$ cat src/rtl/keypad_pkg.sv
// Shared types and key-code constants for the keypad scan decoder.
package keypad_pkg;

  typedef enum logic [1:0] {SCAN, DEBOUNCE, HELD} state_t;

  localparam logic [4:0] KEY_NONE = 5'b11111;
  localparam logic [4:0] KEY_A    = 5'd10;
  localparam logic [4:0] KEY_B    = 5'd11;
  localparam logic [4:0] KEY_C    = 5'd12;
  localparam logic [4:0] KEY_D    = 5'd13;
  localparam logic [4:0] KEY_STAR = 5'd14;
  localparam logic [4:0] KEY_HASH = 5'd15;

  function automatic int unsigned cnt_width(input int unsigned a, input int unsigned b);
    return $clog2((a > b) ? a : b) + 1;
  endfunction

  // Layout: 1 2 3 A / 4 5 6 B / 7 8 9 C / * 0 # D
  function automatic logic [4:0] map(input logic [1:0] r, input logic [1:0] c);
    logic [4:0] code;
    if (c == 2'd3) begin
      code = KEY_A + 5'(r);
    end else if (r == 2'd3) begin
      unique case (c)
        2'd0:    code = KEY_STAR;
        2'd1:    code = 5'd0;
        default: code = KEY_HASH;
      endcase
    end else begin
      code = 5'(3 * int'(r) + int'(c) + 1);
    end
    return code;
  endfunction

  function automatic logic [1:0] low_index(input logic [3:0] pat);
    logic [1:0] idx;
    idx = '0;
    for (int i = 3; i >= 0; i--) begin
      if (!pat[i]) idx = 2'(i);
    end
    return idx;
  endfunction

endpackage

$ cat src/rtl/keypad_debounce.sv
// Saturating stable-sample counter; shared by press and release debouncing.
module keypad_debounce
  import keypad_pkg::*;
#(
  parameter int unsigned DEBOUNCE_CYCLES = 8,
  parameter int unsigned CNT_W           = 8
) (
  input  logic clock,
  input  logic reset,
  input  logic clear,
  input  logic match,
  output logic done
);

  localparam logic [CNT_W-1:0] CntMax = CNT_W'(DEBOUNCE_CYCLES);

  logic [CNT_W-1:0] cnt_q, cnt_d;

  // clear restarts the run; the current sample still counts if it matches
  always_comb begin
    cnt_d = cnt_q;
    if (clear) begin
      cnt_d = match ? CNT_W'(1) : '0;
    end else if (!match) begin
      cnt_d = '0;
    end else if (cnt_q < CntMax) begin
      cnt_d = cnt_q + CNT_W'(1);
    end
  end

  always_ff @(posedge clock or posedge reset) begin
    if (reset) begin
      cnt_q <= '0;
    end else begin
      cnt_q <= cnt_d;
    end
  end

  assign done = (cnt_q == CntMax);

endmodule

$ cat src/rtl/keypad_scan_decoder.sv
// 4x4 keypad scanner with debounced single-cycle press strobe.
// Define KEYPAD_REPEAT_EN to re-pulse press every REPEAT_CYCLES while a key stays down.
module keypad_scan_decoder
  import keypad_pkg::*;
#(
  parameter int unsigned SCAN_DIV        = 4,
  parameter int unsigned DEBOUNCE_CYCLES = 8,
  parameter int unsigned REPEAT_CYCLES   = 64
) (
  input  logic       clock,
  input  logic       reset,
  input  logic [3:0] row,
  output logic [3:0] col,
  output logic [4:0] key_code,
  output logic       press,
  output logic       key_held
);

  localparam int unsigned CNT_W = cnt_width(DEBOUNCE_CYCLES, REPEAT_CYCLES);
  localparam int unsigned DIV_W = (SCAN_DIV > 2) ? $clog2(SCAN_DIV) : 1;

  logic [3:0]       row_meta_q, row_s_q;
  state_t           state_q, state_d;
  logic [1:0]       col_idx_q, col_idx_d;
  logic [DIV_W-1:0] div_q, div_d;
  logic [1:0]       row_idx_q, row_idx_d;
  logic [3:0]       row_pat_q, row_pat_d;
  logic [4:0]       key_code_q, key_code_d;
  logic             press_q, press_d;
  logic             held_q, held_d;
  logic             db_clear, db_match, db_done;
  logic             sample;
`ifdef KEYPAD_REPEAT_EN
  logic [CNT_W-1:0] rep_q, rep_d;
`endif

  keypad_debounce #(
    .DEBOUNCE_CYCLES(DEBOUNCE_CYCLES),
    .CNT_W          (CNT_W)
  ) u_debounce (
    .clock(clock),
    .reset(reset),
    .clear(db_clear),
    .match(db_match),
    .done (db_done)
  );

  assign sample = (div_q == DIV_W'(SCAN_DIV - 1));

  always_comb begin
    state_d    = state_q;
    col_idx_d  = col_idx_q;
    div_d      = div_q;
    row_idx_d  = row_idx_q;
    row_pat_d  = row_pat_q;
    key_code_d = key_code_q;
    press_d    = 1'b0;
    held_d     = held_q;
    db_clear   = 1'b0;
    db_match   = 1'b0;
`ifdef KEYPAD_REPEAT_EN
    rep_d      = rep_q;
`endif
    unique case (state_q)
      SCAN: begin
        db_clear = 1'b1;
        if (sample) begin
          div_d = '0;
          // two or more low rows are ambiguous and treated like no key
          if ($onehot(~row_s_q)) begin
            db_match  = 1'b1;
            state_d   = DEBOUNCE;
            row_pat_d = row_s_q;
            row_idx_d = low_index(row_s_q);
          end else begin
            col_idx_d = col_idx_q + 2'd1;
          end
        end else begin
          div_d = div_q + DIV_W'(1);
        end
      end
      DEBOUNCE: begin
        db_match = (row_s_q == row_pat_q);
        if (db_done) begin
          state_d    = HELD;
          key_code_d = map(row_idx_q, col_idx_q);
          press_d    = 1'b1;
          held_d     = 1'b1;
          db_clear   = 1'b1;
          db_match   = 1'b0;
`ifdef KEYPAD_REPEAT_EN
          rep_d      = '0;
`endif
        end else if (!db_match) begin
          state_d   = SCAN;
          col_idx_d = col_idx_q + 2'd1;
          div_d     = '0;
        end
      end
      HELD: begin
        db_match = (row_s_q == 4'b1111);
        if (db_done) begin
          state_d   = SCAN;
          held_d    = 1'b0;
          col_idx_d = col_idx_q + 2'd1;
          div_d     = '0;
        end
`ifdef KEYPAD_REPEAT_EN
        else if (!row_s_q[row_idx_q]) begin
          if (rep_q == CNT_W'(REPEAT_CYCLES - 1)) begin
            press_d = 1'b1;
            rep_d   = '0;
          end else begin
            rep_d = rep_q + CNT_W'(1);
          end
        end else begin
          rep_d = '0;
        end
`endif
      end
      default: state_d = SCAN;
    endcase
  end

  always_ff @(posedge clock or posedge reset) begin
    if (reset) begin
      row_meta_q <= 4'b1111;
      row_s_q    <= 4'b1111;
      state_q    <= SCAN;
      col_idx_q  <= '0;
      div_q      <= '0;
      row_idx_q  <= '0;
      row_pat_q  <= 4'b1111;
      key_code_q <= KEY_NONE;
      press_q    <= 1'b0;
      held_q     <= 1'b0;
`ifdef KEYPAD_REPEAT_EN
      rep_q      <= '0;
`endif
    end else begin
      row_meta_q <= row;
      row_s_q    <= row_meta_q;
      state_q    <= state_d;
      col_idx_q  <= col_idx_d;
      div_q      <= div_d;
      row_idx_q  <= row_idx_d;
      row_pat_q  <= row_pat_d;
      key_code_q <= key_code_d;
      press_q    <= press_d;
      held_q     <= held_d;
`ifdef KEYPAD_REPEAT_EN
      rep_q      <= rep_d;
`endif
    end
  end

  assign col      = ~(4'b0001 << col_idx_q);
  assign key_code = key_code_q;
  assign press    = press_q;
  assign key_held = held_q;

endmodule

$ cat config.mk
export PLATFORM = sky130hd
export DESIGN_NAME = keypad_scan_decoder
export DESIGN_NICKNAME = d
export VERILOG_FILES = /design/src/rtl/keypad_pkg.sv /design/src/rtl/keypad_debounce.sv /design/src/rtl/keypad_scan_decoder.sv
export SDC_FILE = /design/constraint.sdc
export NUM_CORES = 1
export LEC_CHECK = 0
export CAP_MARGIN = 0
export CORE_ASPECT_RATIO = 2
export CORE_MARGIN = 3
export CORE_UTILIZATION = 42
export DETAILED_ROUTE_END_ITERATION = 10
export HOLD_SLACK_MARGIN = 0.06
export SYNTH_ARGS = -nofsm -noshare
export SYNTH_HDL_FRONTEND = slang
export SYNTH_SLANG_ARGS = --single-unit
export TNS_END_PERCENT = 20
$ cat constraint.sdc
create_clock -name clock -period 3.09 [get_ports clock]
set_input_delay 0.309 -clock clock [delete_from_list [all_inputs] [get_ports clock]]
set_output_delay 0.309 -clock clock [all_outputs]
set_load 0.03 [all_outputs]
==> Word-level counts from Yosys, hierarchy flattened <==
Index checks and enable logic that the tools add are counted.
{ "classes": {"n_addsub": 9, "multipliers": 1, "div": 0, "n_lt_le_gt_ge": 1, "eq_ne": 19, "n_shift": 1, "mux": 36, "bitwise_logic": 2, "n_reduce_logical": 10} }
{ "ops": {"columns": ["op", "n"], "rows": [
  ["$mux 2", 16],
  ["$mux 7", 3],
  ["$pmux 2 s3", 3],
  ["$ne 2x2->1 const B", 7],
  ["$mux 5", 2],
  ["$eq 2x2->1 const B", 4],
  ["$mux 1", 8],
  ["$not 4->4", 2],
  ["$pmux 4 s2", 1],
  ["$reduce_and 4->1", 2],
  ["$add 7x1->7 const B", 1],
  ["$eq 7x4->1 const B", 1],
  ["$lt 7x4->1 const B", 1],
  ["$ne 3x3->1 const B", 2],
  ["$reduce_and 3->1", 2],
  ["$reduce_and 6->1", 1],
  ["$add 4x2->5", 1],
  ["$add 4x2->5 const A", 1],
  ["$add 5x1->5 const B", 1],
  ["$add 1x1->2", 2],
  ["$add 2x1->2 const B", 2],
  ["$eq 2x1->1 const B", 2],
  ["$eq 4x4->1", 1],
  ["$eq 4x4->1 const B", 1],
  ["10 further kinds", 12]
]} }
{ "totals": {"regBits": 34, "latch_bits": 0, "ram_bits": 0, "rom_bits": 0, "output_inout_bits": 11, "elab_cells": 90, "mem_count": 0} }

==> Depth between registers and ports, before layout <==
{ "logic_depth": {"depth_word": 9, "mapped_depth": 9} }

==> Hierarchy <==
A second synthesis with hierarchy kept.
{ "unflattened": {"hier_cells": 169, "area_unflattened_um2": 1831.8} }
{ "by_module_without_submodules": {"columns": ["mod", "n_inst", "cells_per_inst", "area_per_inst_um2"], "rows": [
  ["keypad_scan_decoder", 1, 139, 1486.4],
  ["keypad_debounce", 1, 30, 345.3]
]} }

==> Worst setup path after synthesis <==
No wires, ideal clock.
{ "synth_timing": {"path_type": "reg2reg", "start": "register row_s_q[1]", "end": "register u_debounce.cnt_q[3]", "setup_ns": 0.072, "arrival_ns": 2.243, "required_ns": 3.018, "setup_slack_ns": 0.775, "path_stages_with_launch": 10, "synth_period_minus_slack_ns": 2.315, "cell_sequence": "dfstp_2 > fa_1 > inv_1 > ha_1 > ha_1 > and4bb_2 > a21oi_1 > o32a_1 > nand2b_1 > nor2_1"} }
{ "synth_between": {"elab_chain_len": 9, "word_cells_on_any_way": 13, "cone_classes": "add/sub (2); eq/ne (4); mux (6); bitwise (1)"} }
{ "synth_lines": {"columns": ["element", "line_no", "rtl"], "rows": [
  ["start, declared", "keypad_scan_decoder.sv:22", "logic [3:0] row_meta_q, row_s_q;"],
  ["start signal, assigned", "keypad_scan_decoder.sv:142", "row_s_q <= row_meta_q;"],
  ["$not 4->4", "keypad_scan_decoder.sv:70", "if ($onehot(~row_s_q)) begin"],
  ["$add 1x1->2 (implied by the code)", "keypad_scan_decoder.sv:70", null],
  ["$add 2x2->3 (implied by the code)", "keypad_scan_decoder.sv:70", null],
  ["$eq 3x1->1", "keypad_scan_decoder.sv:70", null],
  ["$mux 1", "keypad_scan_decoder.sv:70", null],
  ["$mux 1", "keypad_scan_decoder.sv:67", "if (sample) begin"],
  ["$pmux 1 s3 (*)", "keypad_scan_decoder.sv:64", "unique case (state_q)"],
  ["$mux 7", "keypad_debounce.sv:24", "end else if (!match) begin"],
  ["$mux 7", "keypad_debounce.sv:22", "if (clear) begin"],
  ["end signal, assigned", "keypad_debounce.sv:35", "cnt_q <= cnt_d;"],
  ["end, declared", "keypad_debounce.sv:17", "logic [CNT_W-1:0] cnt_q, cnt_d;"]
]} }
Mark *: on every way between the ends. The rest lies on a longest branch, timed or not.
A chain may end at the register's enable or synchronous reset.

==> Worst setup path after layout <==
Ends and elaborated chain as after synthesis.

==> impl_results.md <==
* Routed length per instance at 13.5 um
* Switching power total at 0.620 mW
* Launching instance or port of the critical path: row_s_q[1]$_DFF_PP1_
* Total overflow reported by the global router at 0
* Power density of the placed cells at 812 nW/um^2
* Clk slew on worst S/H paths at ~70 ps
* Worst Setup Path Type: register to register
* Starting density of the core at 0.447
* Number of nets in the synthesized netlist at 201
* Worst Setup Start Kind: register
* Required time of the critical path at roughly 3300 ps
* Most common flop cell mapped by yosys: sky130_fd_sc_hd__dfstp_2
* DRC viols at 0
* First-pass detailed-route iteration total at 3
* Via count of the first global-routing pass at roughly 1,300
* Critical path data arrival time at ~2700 ps
* N_diodes at 0
* Die Area at ~5300 sq um
* Number of cells on the worst reg-to-reg path at 9
* Share of Yosys cell area claimed by the top area cell type at 0.240
* Result of the run: complete, no violations
* R2r setup slk at ~590 ps
* Largest net degree at the start of global routing at 22
* Total wire length at 3340 um
* Internal at around 1.2 mW
* Setup bufs post-CTS at 0
* Area of the placeable core at roughly 4200 sq um
* Synth area leader: sky130_fd_sc_hd__dfstp_2
* Relative slew slack at 0.451
* Share of cells above drive strength 1 at 0.185
* RR Startpoint: row_s_q[1]$_DFF_PP1_
* Routed via count at 1,259
* CTS Hold Buffers Added at 0
* Count of non-filler cells in the finished layout at ~250
* Clock buffers created by TritonCTS at 5
* Post-Syn Area per Cell at 10.8 sq um
* Weighted congestion reported at the end of routability-driven placement at between 0.7 and 0.8
* Cell area after layout at 2220 sq um
* First-pass GRT wire length at just under 6000 um
* Insertion delay of the later-clocked pin in the worst-skew pair at around 290 ps
* Input/output buffers at 16
* Part of the power in registers at 0.340
* Post-route fraction of the period consumed by the critical path at 0.810
* Yosys cell types at 42
* Die Wd at about 53 um
* TritonCTS clock tree: done
* Fin. max-slew vios at 0
* Post-synth design cell area at around 1900 sq um
* Post-layout utilization of the core at 0.533
* Routed via count divided by cell count at slightly above 5
* Setup Skew at roughly 5 ps
* Number of clock sinks at 34
* Cells after Synth at between 150 and 200
* Minimum clock period after layout at approximately 2500 ps
* Setup violators final at 0
* Initial detailed-routing violation count at 17
* Floorplan row count at 33
* Net switching fraction of the power at 0.344
* Largest cells by area after synthesis: sky130_fd_sc_hd__dfstp_2 24%, sky130_fd_sc_hd__dfrtp_1 23%, sky130_fd_sc_hd__ha_1 13%
* Final total negative setup slack at 0 ps
* Post-synthesis to final-layout area growth at 19.2%
* Pin slew with the least headroom to its limit at ~820 ps
* Share of synthesized registers carrying an async set or reset at 1.00
* Peak per-stage delay on the critical path at ~600 ps
* Count of maximum capacitance violations at 0
* Capturing element type of the critical path: register
* Final ANT Viol Nets at 0
* Hold Crit Class: register to register
* Number of nets at the end of the flow at 222
* Max Buffers Root-to-Sink at 2
* Reported leakage power at 0.972 nW
* Worst-path fanout max at 6
* Antenna violations before repair at 0
* Part of the Yosys area used for sequential elements at 0.468
* Overall die height at around 100 um
* Placed Cells at roughly 240
* Endpoints failing hold at 0
* Worst path most repeated cell: sky130_fd_sc_hd__ha_1
* Total of fill cells in the finished design at 367
* Yosys warning total at 0
* Placed instance area at around 2100 sq um
* H-tree levels at 2
* CTS-repair resized insts at 0
* GR Util All Layers at 0.150
* Clock group share of total power at 0.272
* CTS root buf: sky130_fd_sc_hd__clkbuf_8
* Slowest cell on crit path: sky130_fd_sc_hd__dfstp_2
* Worst voltage drop across the vdd grid at around 0.5 mV
* Combinational group share of total power at 0.389
* Unrepaired setup endpoints after global routing: false
* Number of storage elements in the synthesis netlist at 34
* Max Clock Freq at between 300 and 400 MHz
* Io pins at 17
* Endpoint of the most critical register-to-register path: u_debounce.cnt_q[3]$_DFFE_PP0P_
* Ranking of synthesized cells by instance count: 19 x sky130_fd_sc_hd__ha_1, 19 x sky130_fd_sc_hd__inv_1, 17 x sky130_fd_sc_hd__dfrtp_1, 17 x sky130_fd_sc_hd__dfstp_2, 17 x sky130_fd_sc_hd__nor2_1
* Crit-path cells: fa_1 -> inv_1 -> ha_1 -> ha_1 -> and4bb_2 -> a21oi_1 -> o32a_1 -> nand2b_1 -> nor2_1
* Count of flip-flops with a built-in enable after synthesis at 0
* Placed wire-length estimate at between 2000 and 3000 um
* Critical path destination: u_debounce.cnt_q[3]$_DFFE_PP0P_
==> logic make-up (layout without fill, tap and decap cells) <==
group | after synthesis | in the layout | share of synthesized area
AOI/OAI and AO/OA | 34 | 34 | 0.134
xor gates and xnor gates | 8 | 8 | 0.0376
adders and majority gates | 22 | 22 | 0.160
buffers and inverters | 23 | 45 | 0.0470
DFF | 34 | 34 | 0.468
muxes | 5 | 5 | 0.0295
and+or+nand+nor | 47 | 47 | 0.125
==> sequential cells by signal, summed over array words and instances, names as in the netlist, 4 cells and up <==
name	flops
row_s_q	4
u_debounce.cnt_q	7
row_pat_q	4
key_code	5
row_meta_q	4
==> final cells by class <==
type                    instances  area (sq um)  share of cell area
clock inverters                 3          68.8              0.0310
inverters                      20          75.1              0.0338
repair buffers                 17           168              0.0755
well taps                      52          65.1              0.0293
flip-flops and latches         34           872               0.392
multi-input cells             116           905               0.407
clock buffers                   5          68.8              0.0310
==> cells in the final DEF (no fill, tap or decap), drive strengths merged, types with 2 or more instances in the layout <==
cell type      Yosys  final
inv               20     20
ha                19     19
nor2              17     17
dfrtp             17     17
dfstp             17     17
clkdlybuf4s50      0     16
nand2             13     13
o21ai             11     11
a21oi              9      9
xnor2              7      7
clkbuf             2      5
mux2               4      4
nand3              3      3
fa                 3      3
o31ai              3      3
nor3               2      2
a21o               2      2
o21bai             2      2
nand2b             2      2
nor2b              2      2
bufinv             0      2
==> power by group through the flow <==
stage / Clock, mW / Combinational [mW] / Sequential (mW)
floorplan: 0 / 0.530 / 0.602
global placement: 0 / 0.677 / 0.615
detailed placement: 0 / 0.713 / 0.621
CTS: 0.504 / 0.715 / 0.615
global route: 0.522 / 0.796 / 0.624
finish: 0.490 / 0.702 / 0.613
==> layer usage <==
layer,vias to the layer above,part of all wire,wire [um],global-route usage
met3,6,0.023,78,0.0312
met1,621,0.37,1220,0.143
li1,616,-,-,-
met2,16,0.59,1960,0.288
met5,-,0,0,0
met4,0,0.021,70,0.0650
==> critical path, delay by kind of cell (launching register included) <==
kind / cells / cell delay (ps)
AND/OR/NAND/NOR: 3 / 670
AO/OA/AOI/OAI: 2 / 290
buffers and inverters: 1 / 70
adder cells (fa/ha/maj): 3 / 810
flip-flops: 1 / 600
==> how the worst min path moves through the flow <==
| stage | startpoint | end | slack, ps | cells past startpoint |
|---|---|---|---|---|
| finish | row_meta_q[1]$_DFF_PP1_ | row_s_q[1]$_DFF_PP1_ | 360 | 0 |
| global route | row_meta_q[3]$_DFF_PP1_ | row_s_q[3]$_DFF_PP1_ | 360 | 0 |
| CTS | row_meta_q[3]$_DFF_PP1_ | row_s_q[3]$_DFF_PP1_ | 360 | 0 |
| detailed placement | row_meta_q[3]$_DFF_PP1_ | row_s_q[3]$_DFF_PP1_ | 350 | 0 |
| global placement | row_meta_q[3]$_DFF_PP1_ | row_s_q[3]$_DFF_PP1_ | 350 | 0 |
| floorplan | row[0] | row_meta_q[0]$_DFF_PP1_ | 310 | 0 |
==> stage by stage <==
step           setup slack, ps  total power, mW  hold WS [ps]
6_report                   587             1.81           357
5_1_grt                    462             1.94           362
3_3_place_gp               681             1.29           346
2_1_floorplan              775             1.13           313
3_5_place_dp               618             1.33           347
4_1_cts                    569             1.83           358
No activity file was read; power rests on OpenSTA's default activity.
